<file path="src/rtl/pc_fetch.sv">
// Program counter and fetch sequencer: holds the PC, picks the next PC from decode
// feedback, and handles stall, JALR, halt, misaligned-target trap and retire count.
module pc_fetch #(
  parameter int                    DATA_WIDTH   = 32,
  parameter logic [DATA_WIDTH-1:0] RESET_VECTOR = '0
) (
  input  logic                  clk,
  input  logic                  rst_n,
  input  logic                  PCsrc,
  input  logic [DATA_WIDTH-1:0] ImmOp,
  input  logic                  JALRsrc,
  input  logic [DATA_WIDTH-1:0] rs1_data,
  input  logic                  stall,
  input  logic                  halt_req,
  output logic [DATA_WIDTH-1:0] A,
  output logic [DATA_WIDTH-1:0] PCplus4,
  output logic                  fetch_valid,
  output logic                  misaligned,
  output logic                  halted,
  output logic [31:0]           instret
);

  typedef enum logic [1:0] {BOOT, RUN, HALT} state_t;

  state_t                state;
  logic [DATA_WIDTH-1:0] target;
  logic [DATA_WIDTH-1:0] jalr_sum;

  // JALR targets are formed with bit 0 forced low before the alignment check.
  function automatic logic [DATA_WIDTH-1:0] clear_lsb(input logic [DATA_WIDTH-1:0] v);
    return {v[DATA_WIDTH-1:1], 1'b0};
  endfunction

  function automatic logic word_misaligned(input logic [DATA_WIDTH-1:0] v);
    return v[1:0] != 2'b00;
  endfunction

  assign PCplus4     = A + DATA_WIDTH'(4);
  assign jalr_sum    = rs1_data + ImmOp;
  assign fetch_valid = (state == RUN);
  assign halted      = (state == HALT);

  always_comb begin
    target = PCplus4;
    if (JALRsrc)
      target = clear_lsb(jalr_sum);
    else if (PCsrc)
      target = A + ImmOp;
  end

  always_ff @(posedge clk) begin
    if (!rst_n) begin
      state      <= BOOT;
      A          <= RESET_VECTOR;
      instret    <= '0;
      misaligned <= 1'b0;
    end else begin
      case (state)
        BOOT: begin
          A     <= RESET_VECTOR;
          state <= RUN;
        end
        RUN: begin
          if (stall) begin
            state <= RUN;
          end else if (halt_req) begin
            instret <= instret + 32'd1;
            state   <= HALT;
          end else if (word_misaligned(target)) begin
            // The offending instruction does not retire; PC stays on it for debug.
            misaligned <= 1'b1;
            state      <= HALT;
          end else begin
            A       <= target;
            instret <= instret + 32'd1;
          end
        end
        HALT: state <= HALT;
        default: state <= BOOT;
      endcase
    end
  end

endmodule

</file>
<file path="config.mk">
export PLATFORM = sky130hd
export DESIGN_NAME = pc_fetch
export DESIGN_NICKNAME = d
export VERILOG_FILES = /design/src/rtl/pc_fetch.sv
export SDC_FILE = /design/constraint.sdc
export NUM_CORES = 1
export LEC_CHECK = 0
export BUFFER_PORTS_ARGS = -buffer_cell sky130_fd_sc_hd__buf_2
export CORE_ASPECT_RATIO = 1.4
export CORE_MARGIN = 5
export CORE_UTILIZATION = 40
export CTS_CLUSTER_SIZE = 10
export DETAILED_ROUTE_END_ITERATION = 12
export GPL_TIMING_DRIVEN = 0
export PLACE_DENSITY = 0.64
export SLEW_MARGIN = 30
export SYNTH_ARGS = -nofsm -noshare
export SYNTH_HDL_FRONTEND = slang
export SYNTH_SLANG_ARGS = --single-unit
</file>
<file path="constraint.sdc">
create_clock -name clk -period 5.9 [get_ports clk]
set_input_delay 1.18 -clock clk [delete_from_list [all_inputs] [get_ports clk]]
set_output_delay 1.18 -clock clk [all_outputs]
set_load 0.05 [all_outputs]
</file>
=== Yosys cells after proc, flatten, opt, wreduce, memory -nomap -nowiden ===
Cells that the tools add are included.

* Flip-flop bits (word level): 67
* Latch bits: 0
* Bits in writable memories: 0
* Bits in read-only memories: 0
* Bits of input ports: 70
* Output and inout port bits: 99
* Memories: 0

* Add/sub/neg operators: 4
* $mul: 0
* Divide/modulo/power cells: 0
* Order comparisons: 0
* Eq/ne operators: 7
* Shifts and indexed selects: 0
* Muxes and demuxes: 12
* Bitwise gates (word level): 2
* Reduce and logical (&&, ||, !) cells: 6

{| class="wikitable"
|+ Operator list
! operator !! number
|-
| $mux 32 || 7
|-
| $add 32x32->32 || 2
|-
| $pmux 32 s2 || 1
|-
| $add 32x1->32 const B || 1
|-
| $add 32x3->32 const B || 1
|-
| $ne 2x2->1 const B || 4
|-
| $reduce_and 4->1 || 2
|-
| $mux 2 || 3
|-
| $pmux 2 s3 || 1
|-
| $ne 4x3->1 const B || 1
|-
| $reduce_bool 2->1 || 2
|-
| $reduce_and 3->1 || 1
|-
| $eq 2x1->1 const B || 1
|-
| $eq 2x2->1 const B || 1
|-
| $logic_not 2->1 || 1
|-
| $not 1->1 || 2
|}

=== Logic depth before layout (Yosys ltp) ===
* Word-level depth: 8
* Mapped depth: 13
* Mapped depth without buffers: 12

=== Worst setup path after synthesis ===
OpenSTA, ideal clock, no wires.

* Path type: reg2out
* Start: register A[12]
* End: output port PCplus4[31]
* Data arrival time: 2598 ps
* Data required time: 4720 ps
* Setup slack: 2122 ps
* Stages on the path, launching flop included: 7
* Buffers on the path: 0
* Cells stage by stage: dfxtp_1 > and4_1 > and3_1 > nand3_1 > nor2_1 > nand4_1 > xnor2_1

* Cells in the longest elaborated chain, start to end: 1

{| class="wikitable"
|+ Ends and longest elaborated chain
! element !! RTL line !! text
|-
| start, declared || 15 || <nowiki>output logic [DATA_WIDTH-1:0] A,</nowiki>
|-
| start signal, assigned || 74 || <nowiki>A <= target;</nowiki>
|-
| $add 32x3->32 || 38 || <nowiki>assign PCplus4 = A + DATA_WIDTH'(4);</nowiki>
|-
| end, declared || 16 || <nowiki>output logic [DATA_WIDTH-1:0] PCplus4,</nowiki>
|}

No other way between the ends.

=== Worst setup path in the final report ===
* Start: input port ImmOp[0]
* End: register A[24]

* Cells in the longest elaborated chain, start to end: 7

{| class="wikitable"
|+ Ends and longest elaborated chain
! element !! RTL line !! text
|-
| start, declared || 10 || <nowiki>input logic [DATA_WIDTH-1:0] ImmOp,</nowiki>
|-
| $add 32x32->32 || 48 || <nowiki>target = A + ImmOp;</nowiki>
|-
| $mux 32 || 47 || <nowiki>else if (PCsrc)</nowiki>
|-
| $mux 32 (*) || 45 || <nowiki>if (JALRsrc)</nowiki>
|-
| $mux 32 || 69 || <nowiki>end else if (word_misaligned(target)) begin</nowiki>
|-
| $mux 32 || 66 || <nowiki>end else if (halt_req) begin</nowiki>
|-
| $mux 32 || 64 || <nowiki>if (stall) begin</nowiki>
|-
| $pmux 32 s2 || 58 || <nowiki>case (state)</nowiki>
|}

Every way passes the cells marked *; elsewhere a longest branch is shown, timed or not. The select of a mux whose other input is x is not followed.
A chain may end at the register's enable or synchronous reset.

==> qor.log <==
qor: run_status.result_of_the_run completed
qor: finish.mostFrequentLayoutCells 176 x sky130_fd_sc_hd__buf_2, 92 x sky130_fd_sc_hd__nor2_1, 87 x sky130_fd_sc_hd__nand2_1, 87 x sky130_fd_sc_hd__a21oi_1, 67 x sky130_fd_sc_hd__dfxtp_1
qor: pwr.power.density 189.8 mW/mm^2
qor: logic_synthesis.number_of_flops_mapped_to_enable_cells_by_yosys 0
qor: timing.max_freq 0.2489 GHz
qor: routing.avgViaCountPerCell 5.648
qor: pwr.static-leakage-power 3.795 nW
qor: finish.layout_cells_sized_above_1 0.1921
qor: critical_path.critical_path_rt 6.15 ns
qor: critical_path.setup.reg_to_reg.worst_slack 2.35 ns
qor: min_path.min_to misaligned$_SDFFE_PN0P_
qor: pwr.max-vdd-ir-drop 0.1389 mV
qor: place.dp_cells 1329
qor: critical_path.startpoint_type input port
qor: grt.first_global_vias 7450
qor: cts.ctsResizeCount 0
qor: job.maxCapViolCount 0
qor: logic_synthesis.mappedNetlistArea 0.006935 sq mm
qor: timing.number_of_slew_limit_violations_in_the_final_report 0
qor: timing.slew_worst_pin 0.7920 ns
qor: logic_synthesis.synthesis.area_per_instance 7.490 sq um
qor: logic_synthesis.syn_nets 1061
qor: cts.clkLatencyLatePin 0.34 ns
qor: timing.layout_min_cycle_time 4.018 ns
qor: min_path.worst_hold_check_path_type flip-flop to flip-flop
qor: critical_path.critPathKind input port to flip-flop
qor: cts.clk_pin_slew 0.06 ns
qor: routing.num_vias 7596
qor: floorplanning.core.rowCount 57
qor: pwr.power_frac_comb 0.290
qor: finish.multiInputGateArea 0.005380 sq mm
qor: grt.grt_pass1_wl 38.23 mm
qor: finish.finish.cell_count_without_fillers 1345
qor: timing.finalSetupViolations 0
qor: logic_synthesis.synth_area_leader sky130_fd_sc_hd__dfxtp_1
qor: floorplanning.initial_core_util 0.4035
qor: grt.number_of_antenna_violations_at_the_first_check_in_global_routing 0
qor: logic_synthesis.synth-seq-area-share 0.1934
qor: grt.largest_net_degree_at_the_start_of_global_routing 12
qor: timing.final_min_period_over_clock_period 0.6810
qor: finish.storage_element_area 0.001341 sq mm
qor: pwr.internal-power 1.082 mW
qor: cts.cts-htree-levels 3
qor: cts.cts_buffer_depth 2
qor: logic_synthesis.syn_inst 926
qor: finish.layout_commonest_cell sky130_fd_sc_hd__buf_2
qor: critical_path.reg2reg_from A[0]$_SDFFE_PN0P_
qor: grt.globalRouteTotalUtil 0.2344
qor: floorplanning.die_area 0.02011 sq mm
qor: critical_path.worstPathArrival 4.26 ns
qor: pwr.power_frac_clock 0.414
qor: finish.fill_cells 1815
qor: floorplanning.core_area 0.01719 sq mm
qor: critical_path.length_in_cells_of_the_worst_reg_to_reg_path 12
qor: logic_synthesis.synth.top_cells.by_area sky130_fd_sc_hd__dfxtp_1 19%, sky130_fd_sc_hd__ha_1 11%, sky130_fd_sc_hd__xnor2_1 6.8%
qor: finish.diodes 0
qor: timing.finalClockSkew 0.007270 ns
qor: routing.drtIter0Drc 592
qor: logic_synthesis.dominantRegCellSynth sky130_fd_sc_hd__dfxtp_1
qor: cts.cts_setup_buffers 0
qor: logic_synthesis.netlist.area_leader.share 0.1934
qor: logic_synthesis.synth_seq_cells 67
qor: cts.numCtsBuffers 9
qor: place.place.port_buffers 167
qor: cts.cts.hold.buffers_added 0
qor: pwr.power_switching 0.5174 mW
qor: cts.tritoncts_clock_tree yes
qor: logic_synthesis.synth_async_sr_flop_share 0
qor: routing.final_antenna_net_count 0
qor: logic_synthesis.synth_cell_types 78
qor: cts.clkSinkCount 67
qor: floorplanning.boundaryPins 169
qor: min_path.timing.hold.worst.start misaligned$_SDFFE_PN0P_
qor: place.final_wtd_congestion 0.9025
qor: cts.clock_tree_root_buffer_cell sky130_fd_sc_hd__clkbuf_16
qor: critical_path.endpoint_of_the_worst_register_to_register_path A[24]$_SDFFE_PN0P_
qor: finish.number_of_nets_in_the_layout 1239
qor: routing.drt_drc 0
qor: place.dp.final_hpwl 19.48 mm
qor: grt.global_route.overflow_total 0
qor: timing.fin_tns_setup 0 ns
qor: critical_path.critPathMaxFanout 8
qor: routing.postRouteWirelength 24.11 mm
qor: floorplanning.die-width 121.3 um
qor: routing.wl_per_cell 17.92 um
qor: timing.grt_setup_unrepaired false
qor: logic_synthesis.ys_warn_count 0
qor: min_path.timing.hold.worst_path_depth 2
qor: finish.area_delta_synth_final 21.47%
qor: timing.timing.max_slew.rel_slack 0.4701
qor: critical_path.cp-end-kind flip-flop
qor: timing.timing_hold_violations_final 0
qor: floorplanning.floorplan.die.height 165.8 um
qor: pwr.switching_share 0.3235
qor: routing.detailedRoute.firstPassIterationCount 7
qor: pwr.relative_contribution_of_sequential_cells_to_total_power 0.297
how the worst max path moves through the flow:
stage / startpoint / end
2_1_floorplan: A[12]$_SDFFE_PN0P_ / PCplus4[31]
3_3_place_gp: ImmOp[0] / A[31]$_SDFFE_PN0P_
3_5_place_dp: ImmOp[0] / A[31]$_SDFFE_PN0P_
4_1_cts: A[4]$_SDFFE_PN0P_ / PCplus4[29]
5_1_grt: ImmOp[0] / A[24]$_SDFFE_PN0P_
6_report: ImmOp[0] / A[24]$_SDFFE_PN0P_
per-layer routing:
layer,routed length [um],global-route usage,vias to the layer above
met5,0,0,-
met4,733,0.08191,0
met3,1185,0.03271,45
met2,12310,0.4320,235
met1,9878,0.2718,3544
li1,-,-,3772
power groups by stage:
stage / Clock [mW] / Combinational (mW) / Sequential, mW
after floorplan: 0 / 0.306 / 0.503
after global placement: 0 / 0.456 / 0.484
after detailed placement: 0 / 0.458 / 0.484
after CTS: 0.666 / 0.461 / 0.474
after global routing: 0.694 / 0.508 / 0.476
final: 0.661 / 0.463 / 0.475
stage by stage:
step | util | worst slack, ns | hold slack, ns | instance area [sq um] | power, mW
floorplan | - | 2.122 | 0.4824 | 6935 | 0.8092
global placement | 0.4693 | 1.578 | 0.4612 | 8066 | 0.9394
detailed placement | 0.4693 | 1.592 | 0.4763 | 8066 | 0.9424
CTS | 0.4901 | 1.922 | 0.4883 | 8424 | 1.601
global route | 0.4901 | 1.705 | 0.5238 | 8424 | 1.678
finish | 0.4901 | 1.882 | 0.4859 | 8424 | 1.599
registers in the layout, summed over array words and instances, names as in the netlist:
register    cells
A              32
instret        32
misaligned      1
state           2
cell usage after synthesis (all sizes together), types with 3 or more instances:
cell type / count
a211oi: 24
and4: 4
nand4: 23
a31oi: 7
nand2b: 12
a22oi: 9
mux2i: 5
xnor2: 54
o21ai: 60
xor2: 48
nor2b: 8
a21boi: 7
a32oi: 3
nand3: 40
buf: 11
dfxtp: 67
a22o: 4
a221o: 3
nor2: 93
or3: 12
o211ai: 13
inv: 16
clkbuf: 24
nor3b: 4
a21o: 22
o221ai: 3
and2: 13
nor4: 3
and3: 21
nand2: 88
mux2: 3
o31ai: 4
nor3: 21
a21oi: 88
o21a: 4
ha: 63
o21bai: 6
a2111oi: 3
worst max-delay path, stage by stage:
cell and delay (ns):
sky130_fd_sc_hd__buf_2 0.10, sky130_fd_sc_hd__ha_1 0.20, sky130_fd_sc_hd__inv_1 0.07, sky130_fd_sc_hd__fa_1 0.47
sky130_fd_sc_hd__and3b_1 0.15, sky130_fd_sc_hd__o31a_2 0.20, sky130_fd_sc_hd__nand2_1 0.19, sky130_fd_sc_hd__nor2_1 0.22
sky130_fd_sc_hd__nand2_1 0.32, sky130_fd_sc_hd__nor2_1 0.71, sky130_fd_sc_hd__a21oi_1 0.15, sky130_fd_sc_hd__a21o_1 0.22
sky130_fd_sc_hd__o221ai_1 0.07
final cells by class:
cell class                      count  share of cell area
Buffer                             35             0.01782
Clock buffer                       11             0.02763
Clock inverter                      5             0.01485
Inverter                           17            0.007575
Multi-Input combinational cell    807              0.6386
Sequential cell                    67              0.1592
Tap cell                          236             0.03505
Timing Repair Buffer              167             0.09921
cells by family after synthesis:
| group | synth area share |
|---|---|
| buffers and inverters | 0.03085 |
| XOR/XNOR | 0.1288 |
| AND/OR/NAND/NOR | 0.2484 |
| flip-flops | 0.1934 |
| multiplexers | 0.01263 |
| AO/OA/AOI/OAI | 0.2665 |
| adder cells (fa/ha/maj) | 0.1194 |
Note: power is estimated with default switching activity, not from simulation.
